## src/rtl/updi_pkg.sv

```systemverilog
// Shared definitions for the UPDI PHY arbiter slice.
// Holds the arbiter FSM state type and the number of clients sharing one PHY.
package updi_pkg;

  localparam int unsigned NumClients = 2;

  typedef enum logic [1:0] {
    StIdle,
    StOwned,
    StBrkWait,
    StFlush
  } arb_state_e;

endpackage

```

## src/rtl/updi_activity_timer.sv

```systemverilog
// Owner inactivity counter.
// Ports:
//   clk, rst  - clock and synchronous active-high reset
//   clr       - zero the count (new session or owner activity)
//   en        - count this cycle (only while a session is owned)
//   expired   - count has reached Limit-1
// The count saturates at all-ones instead of wrapping.
module updi_activity_timer #(
  parameter int unsigned Limit = 5000000
) (
  input  logic clk,
  input  logic rst,
  input  logic clr,
  input  logic en,
  output logic expired
);

  localparam int unsigned CntW = $clog2(Limit) + 1;

  logic [CntW-1:0] cnt_q, cnt_d;

  always_comb begin
    cnt_d = cnt_q;
    if (clr) begin
      cnt_d = '0;
    end else if (en && (cnt_q != '1)) begin
      cnt_d = cnt_q + 1'b1;
    end
  end

  always_ff @(posedge clk) begin
    if (rst) begin
      cnt_q <= '0;
    end else begin
      cnt_q <= cnt_d;
    end
  end

  assign expired = (cnt_q == CntW'(Limit - 1));

endmodule

```

## src/rtl/updi_phy_arbiter.sv

```systemverilog
// Two-client arbiter in front of a single UPDI PHY.
// Ports:
//   clk, rst            - clock and synchronous active-high reset
//   req, gnt, timeout   - per-client session request, registered grant, inactivity revoke pulse
//   cli_*               - client-side FIFO / double-break view, muxed to the current owner
//   uart_*, double_*    - PHY-side FIFO and double-break interface
// A session is granted round-robin, routed exclusively to its owner, and on release (or
// inactivity timeout) waits for any double break to finish and drains the PHY RX FIFO so the
// next owner starts clean.
module updi_phy_arbiter
  import updi_pkg::*;
#(
  parameter int unsigned IDLE_TIMEOUT_CLKS = 5000000
) (
  input  logic                      clk,
  input  logic                      rst,
  input  logic [NumClients-1:0]     req,
  output logic [NumClients-1:0]     gnt,
  output logic [NumClients-1:0]     timeout,
  input  logic [8*NumClients-1:0]   cli_tx_data,
  input  logic [NumClients-1:0]     cli_tx_wr_en,
  output logic [NumClients-1:0]     cli_tx_full,
  output logic [7:0]                cli_rx_data,
  input  logic [NumClients-1:0]     cli_rx_rd_en,
  output logic [NumClients-1:0]     cli_rx_empty,
  input  logic [NumClients-1:0]     cli_dbl_start,
  output logic [NumClients-1:0]     cli_dbl_busy,
  output logic [NumClients-1:0]     cli_dbl_done,
  output logic [7:0]                uart_tx_fifo_data_in,
  output logic                      uart_tx_fifo_wr_en,
  input  logic                      uart_tx_fifo_full,
  input  logic [7:0]                uart_rx_fifo_data_out,
  output logic                      uart_rx_fifo_rd_en,
  input  logic                      uart_rx_fifo_empty,
  output logic                      double_break_start,
  input  logic                      double_break_busy,
  input  logic                      double_break_done
);

  arb_state_e            state_q, state_d;
  logic                  owner_q, owner_d;
  logic                  last_q, last_d;     // client served most recently
  logic [NumClients-1:0] gnt_q, gnt_d;
  logic [NumClients-1:0] inelig_q, inelig_d; // timed out, waiting for req to drop
  logic [NumClients-1:0] elig;
  logic                  owned, owner_act, expired, fire, timer_clr;

  assign owned = (state_q == StOwned);
  assign elig  = req & ~inelig_q;
  assign gnt   = gnt_q;

  assign owner_act = owned && (cli_tx_wr_en[owner_q] || cli_rx_rd_en[owner_q] ||
                               cli_dbl_start[owner_q]);
  // A release in the same cycle wins over the timeout.
  assign fire = owned && expired && req[owner_q];

  updi_activity_timer #(
    .Limit (IDLE_TIMEOUT_CLKS)
  ) u_timer (
    .clk     (clk),
    .rst     (rst),
    .clr     (timer_clr),
    .en      (owned),
    .expired (expired)
  );

  // Data path: only the owner, and only while OWNED, sees the PHY.
  always_comb begin
    uart_tx_fifo_data_in = '0;
    uart_tx_fifo_wr_en   = 1'b0;
    uart_rx_fifo_rd_en   = 1'b0;
    double_break_start   = 1'b0;
    cli_tx_full          = '1;
    cli_rx_empty         = '1;
    cli_dbl_busy         = '0;
    cli_dbl_done         = '0;
    timeout              = '0;
    if (owned) begin
      uart_tx_fifo_data_in  = cli_tx_data[{owner_q, 3'b000} +: 8];
      uart_tx_fifo_wr_en    = cli_tx_wr_en[owner_q];
      uart_rx_fifo_rd_en    = cli_rx_rd_en[owner_q];
      double_break_start    = cli_dbl_start[owner_q];
      cli_tx_full[owner_q]  = uart_tx_fifo_full;
      cli_rx_empty[owner_q] = uart_rx_fifo_empty;
      cli_dbl_busy[owner_q] = double_break_busy;
      cli_dbl_done[owner_q] = double_break_done;
      if (fire) begin
        timeout[owner_q] = 1'b1;
      end
    end else if (state_q == StFlush) begin
      // Drain and discard stale RX bytes left by the previous owner.
      uart_rx_fifo_rd_en = !uart_rx_fifo_empty;
    end
  end

  assign cli_rx_data = uart_rx_fifo_data_out;

  always_comb begin
    state_d   = state_q;
    owner_d   = owner_q;
    last_d    = last_q;
    gnt_d     = gnt_q;
    inelig_d  = inelig_q & req;
    timer_clr = owner_act || double_break_busy;
    case (state_q)
      StIdle: begin
        if (|elig) begin
          owner_d          = (&elig) ? ~last_q : elig[1];
          state_d          = StOwned;
          gnt_d            = '0;
          gnt_d[owner_d]   = 1'b1;
          timer_clr        = 1'b1;
        end
      end
      StOwned: begin
        if (!req[owner_q] || fire) begin
          gnt_d   = '0;
          state_d = double_break_busy ? StBrkWait : StFlush;
          if (fire) begin
            inelig_d[owner_q] = 1'b1;
          end
        end
      end
      StBrkWait: begin
        if (!double_break_busy) begin
          state_d = StFlush;
        end
      end
      StFlush: begin
        if (uart_rx_fifo_empty) begin
          state_d = StIdle;
          last_d  = owner_q;
        end
      end
      default: state_d = StIdle;
    endcase
  end

  always_ff @(posedge clk) begin
    if (rst) begin
      state_q  <= StIdle;
      owner_q  <= 1'b0;
      last_q   <= 1'b1; // pretend client 1 went last so client 0 wins first
      gnt_q    <= '0;
      inelig_q <= '0;
    end else begin
      state_q  <= state_d;
      owner_q  <= owner_d;
      last_q   <= last_d;
      gnt_q    <= gnt_d;
      inelig_q <= inelig_d;
    end
  end

endmodule

```

## config.mk

```make
export PLATFORM = sky130hd
export DESIGN_NAME = updi_phy_arbiter
export DESIGN_NICKNAME = d
export VERILOG_FILES = /design/src/rtl/updi_pkg.sv /design/src/rtl/updi_activity_timer.sv /design/src/rtl/updi_phy_arbiter.sv
export SDC_FILE = /design/constraint.sdc
export NUM_CORES = 1
export LEC_CHECK = 0
export BUFFER_PORTS_ARGS = -buffer_cell sky130_fd_sc_hd__buf_2
export CAP_MARGIN = 5
export CORE_AREA = 5 5 72 74
export DETAILED_ROUTE_END_ITERATION = 16
export DIE_AREA = 0 0 77 79
export PLACE_DENSITY = 0.81
export SKIP_LAST_GASP = 1
export SLEW_MARGIN = 15
export SYNTH_ARGS = -nofsm -noshare
export SYNTH_HDL_FRONTEND = slang
export SYNTH_HIERARCHICAL = 1
export SYNTH_SLANG_ARGS = --single-unit
```

## constraint.sdc

```tcl
create_clock -name clk -period 2.98 [get_ports clk]
set_input_delay 0.596 -clock clk [delete_from_list [all_inputs] [get_ports clk]]
set_output_delay 0.596 -clock clk [all_outputs]
set_load 0.01 [all_outputs]
```

==> results by group <==
CTS
  – TritonCTS Buffers: 5
  – Setup Fix Bufs, Post-CTS: 0
  – Clock transition at the registers of the reported paths: about 70 ps
  – CTS Buffer Depth: 2
  – Clock Sinks: 32
  – Clock root cell: clkbuf_8
  – Post_cts resized: 0
  – Skew-Pair Late Insertion Delay: 280 ps
  – H-tree Lvls: 2
  – Hold Buf Count CTS: 0
  – CTS tree: built

STA
  – Clock Skew: around 5.4 ps
  – Tmin final: roughly 2600 ps
  – Max-slew violation count: 0
  – Max Freq: 378 MHz
  – Slew HR: 0.516
  – Fin crit share: 0.888
  – Setup TNS: 0 ps
  – Worst slew pin tran: about 720 ps
  – RSZ-0062 raised after global routing: false
  – Final setup vio count: 0
  – Final Hold Viols: 0

Logic synthesis
  – Combinational family with the most area after synthesis: simple AND/OR/NAND/NOR gates
  – YS warnings: 6
  – Sequential share of the synthesized area: 0.293
  – Mapped Area: around 2200 um^2
  – Net Count, Synth: roughly 300
  – Mean area per synthesized cell: roughly 8.6 um^2
  – Post-synthesis mux area share: 0.0601
  – Gate count of the mapped netlist: between 200 and 300
  – Synth Flop Type: dfxtp_1
  – Synth Area in XOR/XNOR: 0.0601
  – Synth Area in Compound Gates: 0.153
  – Post-Synth Simple-Gate Area: 0.326
  – Netlist cell types: between 50 and 60
  – Flops & latches, synth: 32
  – Synth async-reset ratio: 0
  – Post-Synth Adder-Cell Area: 0.0343
  – EDFF count, synth: 0

Setup path
  – CP Cell Sequence: ha_1 > and4_1 > nand2_1 > nor3_2 > and4_1 > buf_2
  – Worst Reg2Reg Path Length in Cells: 8
  – Critical path's slowest cell: dfxtp_1
  – Crit path DAT: around 2000 ps
  – Most frequent cell on the critical path: and4_1
  – CP top delay family: simple AND/OR/NAND/NOR gates
  – CP endpoint kind: output pin
  – Critical-path maximum fanout: 6
  – Crit Path Category: reg -> out
  – CP Data Required Time: roughly 2400 ps
  – R2R Setup Slk: about 600 ps
  – Buf/Inv on CP: 1
  – Cell count along the critical path: 6
  – CP max stage delay: between 300 and 400 ps
  – Crit path launch type: flip-flop

Global routing
  – Largest net degree at the start of global routing: 24
  – First-pass GRT wire length: about 8900 um
  – Initial antenna violation count: 0
  – Overall routing resource usage: 0.174
  – Total global routing overflow: 0
  – Vias in the first global route: ~2000

Die
  – Die W: 77 um
  – Row cnt: 25
  – Die height: just under 80 um
  – Die area: between 6000 and 7000 um^2
  – Io pins: 69
  – Placeable Area: ~4500 um^2
  – Starting Density: 0.482

Power and ir drop
  – Power per cell area: around 520 nW/um^2
  – Peak VDD IR: 0.386 mV
  – P_leak: around 0.96 nW
  – Pwr Total: roughly 1.3 mW

Finish
  – FF+latch area: between 600 and 700 um^2
  – Multi-input logic area: about 1400 um^2
  – Number of antenna diodes: 0
  – Share of layout cells above drive strength 1: 0.270
  – Final cell count without fillers: 350
  – Synth-to-Final Area Change: 14.2%
  – Fillers: roughly 410
  – Fin nets: ~340

Placement
  – Routability cong.: 0.835
  – HPWL after DPL: approximately 3800 um
  – Dpl cells: 342
  – Port Buffer Count: 52

Detailed routing
  – Drt via density: approximately 5.8
  – Vias: between 2000 and 2500
  – WL met3: ~190 um
  – WL met1: roughly 2300 um
  – Final WL: approximately 5100 um
  – DRT antenna net count: 0
  – Met2 WL: approximately 2600 um
  – Routed WL per cell: 14.6 um
  – Remaining DRCs: 0
  – Drt initial violations: approximately 170
  – Top Layer Used: met4
  – First-pass iteration count of the detailed router: 4

Hold path
  – HP Class: reg -> reg
  – Hold depth: 2

Run
  – Max-Cap Viols: 0

Run status
  – Status: finished, final reports clean
==> worst paths after layout <==
kind	startpoint	to
hold reg to reg	last_q$_SDFFE_PP1P_	last_q$_SDFFE_PP1P_
setup reg to reg	state_q[1]$_SDFFE_PP0P_	u_timer/cnt_q[9]$_SDFFE_PP0P_
hold / removal	last_q$_SDFFE_PP1P_	last_q$_SDFFE_PP1P_
setup / recovery	u_timer/cnt_q[0]$_SDFFE_PP0P_	timeout[1]
==> report_power, final <==
| part | internal, mW | total [mW] | leakage (nW) | switching (mW) |
|---|---|---|---|---|
| Sequential | 0.451 | 0.476 | 0.259 | 0.0247 |
| Clock | 0.188 | 0.339 | 0.0455 | 0.151 |
| Combinational | 0.204 | 0.491 | 0.661 | 0.287 |
| Total | 0.843 | 1.31 | 0.965 | 0.463 |
==> cell usage in the layout, fill, tap and decap left out, types with 3 or more instances in the layout <==
cell and n:
or2_2 3, xnor2_1 12, nor3_1 5, a31oi_1 5
nor4b_1 3, clkbuf_8 6, and3_1 7, dfxtp_1 32
o21ai_0 6, nand4_1 4, nand3_1 10, a2111oi_2 3
nand2_1 18, nand3b_1 4, nor2_1 24, xor2_1 3
ha_1 6, and4_1 4, nor2b_1 12, inv_1 7
mux2i_1 12, a21oi_1 8, buf_2 52, buf_4 3
nand2b_1 4, a211oi_1 4
==> worst min-delay path: cells and delay by family (launching register included) <==
kind | cells | cell delay, ps
flops | 1 | 320
simple gates | 2 | 120
==> registers in the layout, summed over array words and instances (netlist names) <==
name / count
gnt: 2
inelig_q: 2
owner_q: 1
u_timer/cnt_q: 24
last_q: 1
state_q: 2
==> cell families after synthesis <==
group                      Yosys count
AOI/OAI and AO/OA                   41
muxes                               13
DFF                                 32
and+or+nand+nor                    119
buffers and inverters               27
xor gates and xnor gates            15
adders and majority gates            6
==> cell usage after synthesis, drive strengths merged (2+ instances only) <==
| cell | count | area share |
|---|---|---|
| a2111oi | 6 | 0.042 |
| a211oi | 4 | 0.014 |
| a21oi | 9 | 0.022 |
| a31oi | 5 | 0.014 |
| and2 | 2 | 0.0057 |
| and3 | 7 | 0.020 |
| and4 | 4 | 0.016 |
| buf | 15 | 0.051 |
| clkbuf | 4 | 0.0069 |
| dfxtp | 32 | 0.29 |
| ha | 6 | 0.034 |
| inv | 7 | 0.012 |
| mux2i | 12 | 0.055 |
| nand2 | 18 | 0.031 |
| nand2b | 4 | 0.011 |
| nand3 | 10 | 0.023 |
| nand3b | 4 | 0.014 |
| nand4 | 7 | 0.037 |
| nor2 | 24 | 0.041 |
| nor2b | 12 | 0.034 |
| nor3 | 7 | 0.018 |
| nor3b | 2 | 0.0069 |
| nor4 | 3 | 0.015 |
| nor4b | 3 | 0.012 |
| o21ai | 7 | 0.016 |
| or2 | 5 | 0.015 |
| or3 | 2 | 0.0057 |
| or4 | 3 | 0.012 |
| xnor2 | 12 | 0.048 |
| xor2 | 3 | 0.012 |
==> layer usage <==
layer	global-route usage	vias up
met2	0.300	48
met4	0.0430	0
met3	0.0397	4
met5	0	-
met1	0.220	966
li1	-	996
==> area by class of cell <==
type / instances / area share
clock buffer: 8 / 0.0361
inverter: 7 / 0.0105
multi-input combinational: 194 / 0.557
sequential: 32 / 0.257
tap: 54 / 0.0271
timing repair buffer: 55 / 0.113
==> per-stage QoR <==
stage           util  worst slack [ps]  area, um^2  hold WS (ps)
6_report       0.551               334        2500           481
4_1_cts        0.550               174        2490           491
3_5_place_dp   0.530               505        2400           480
3_3_place_gp   0.530               596        2400           465
2_1_floorplan      -               768        2190           438
5_1_grt        0.551               191        2500           527
No activity file was read; power rests on OpenSTA's default activity.
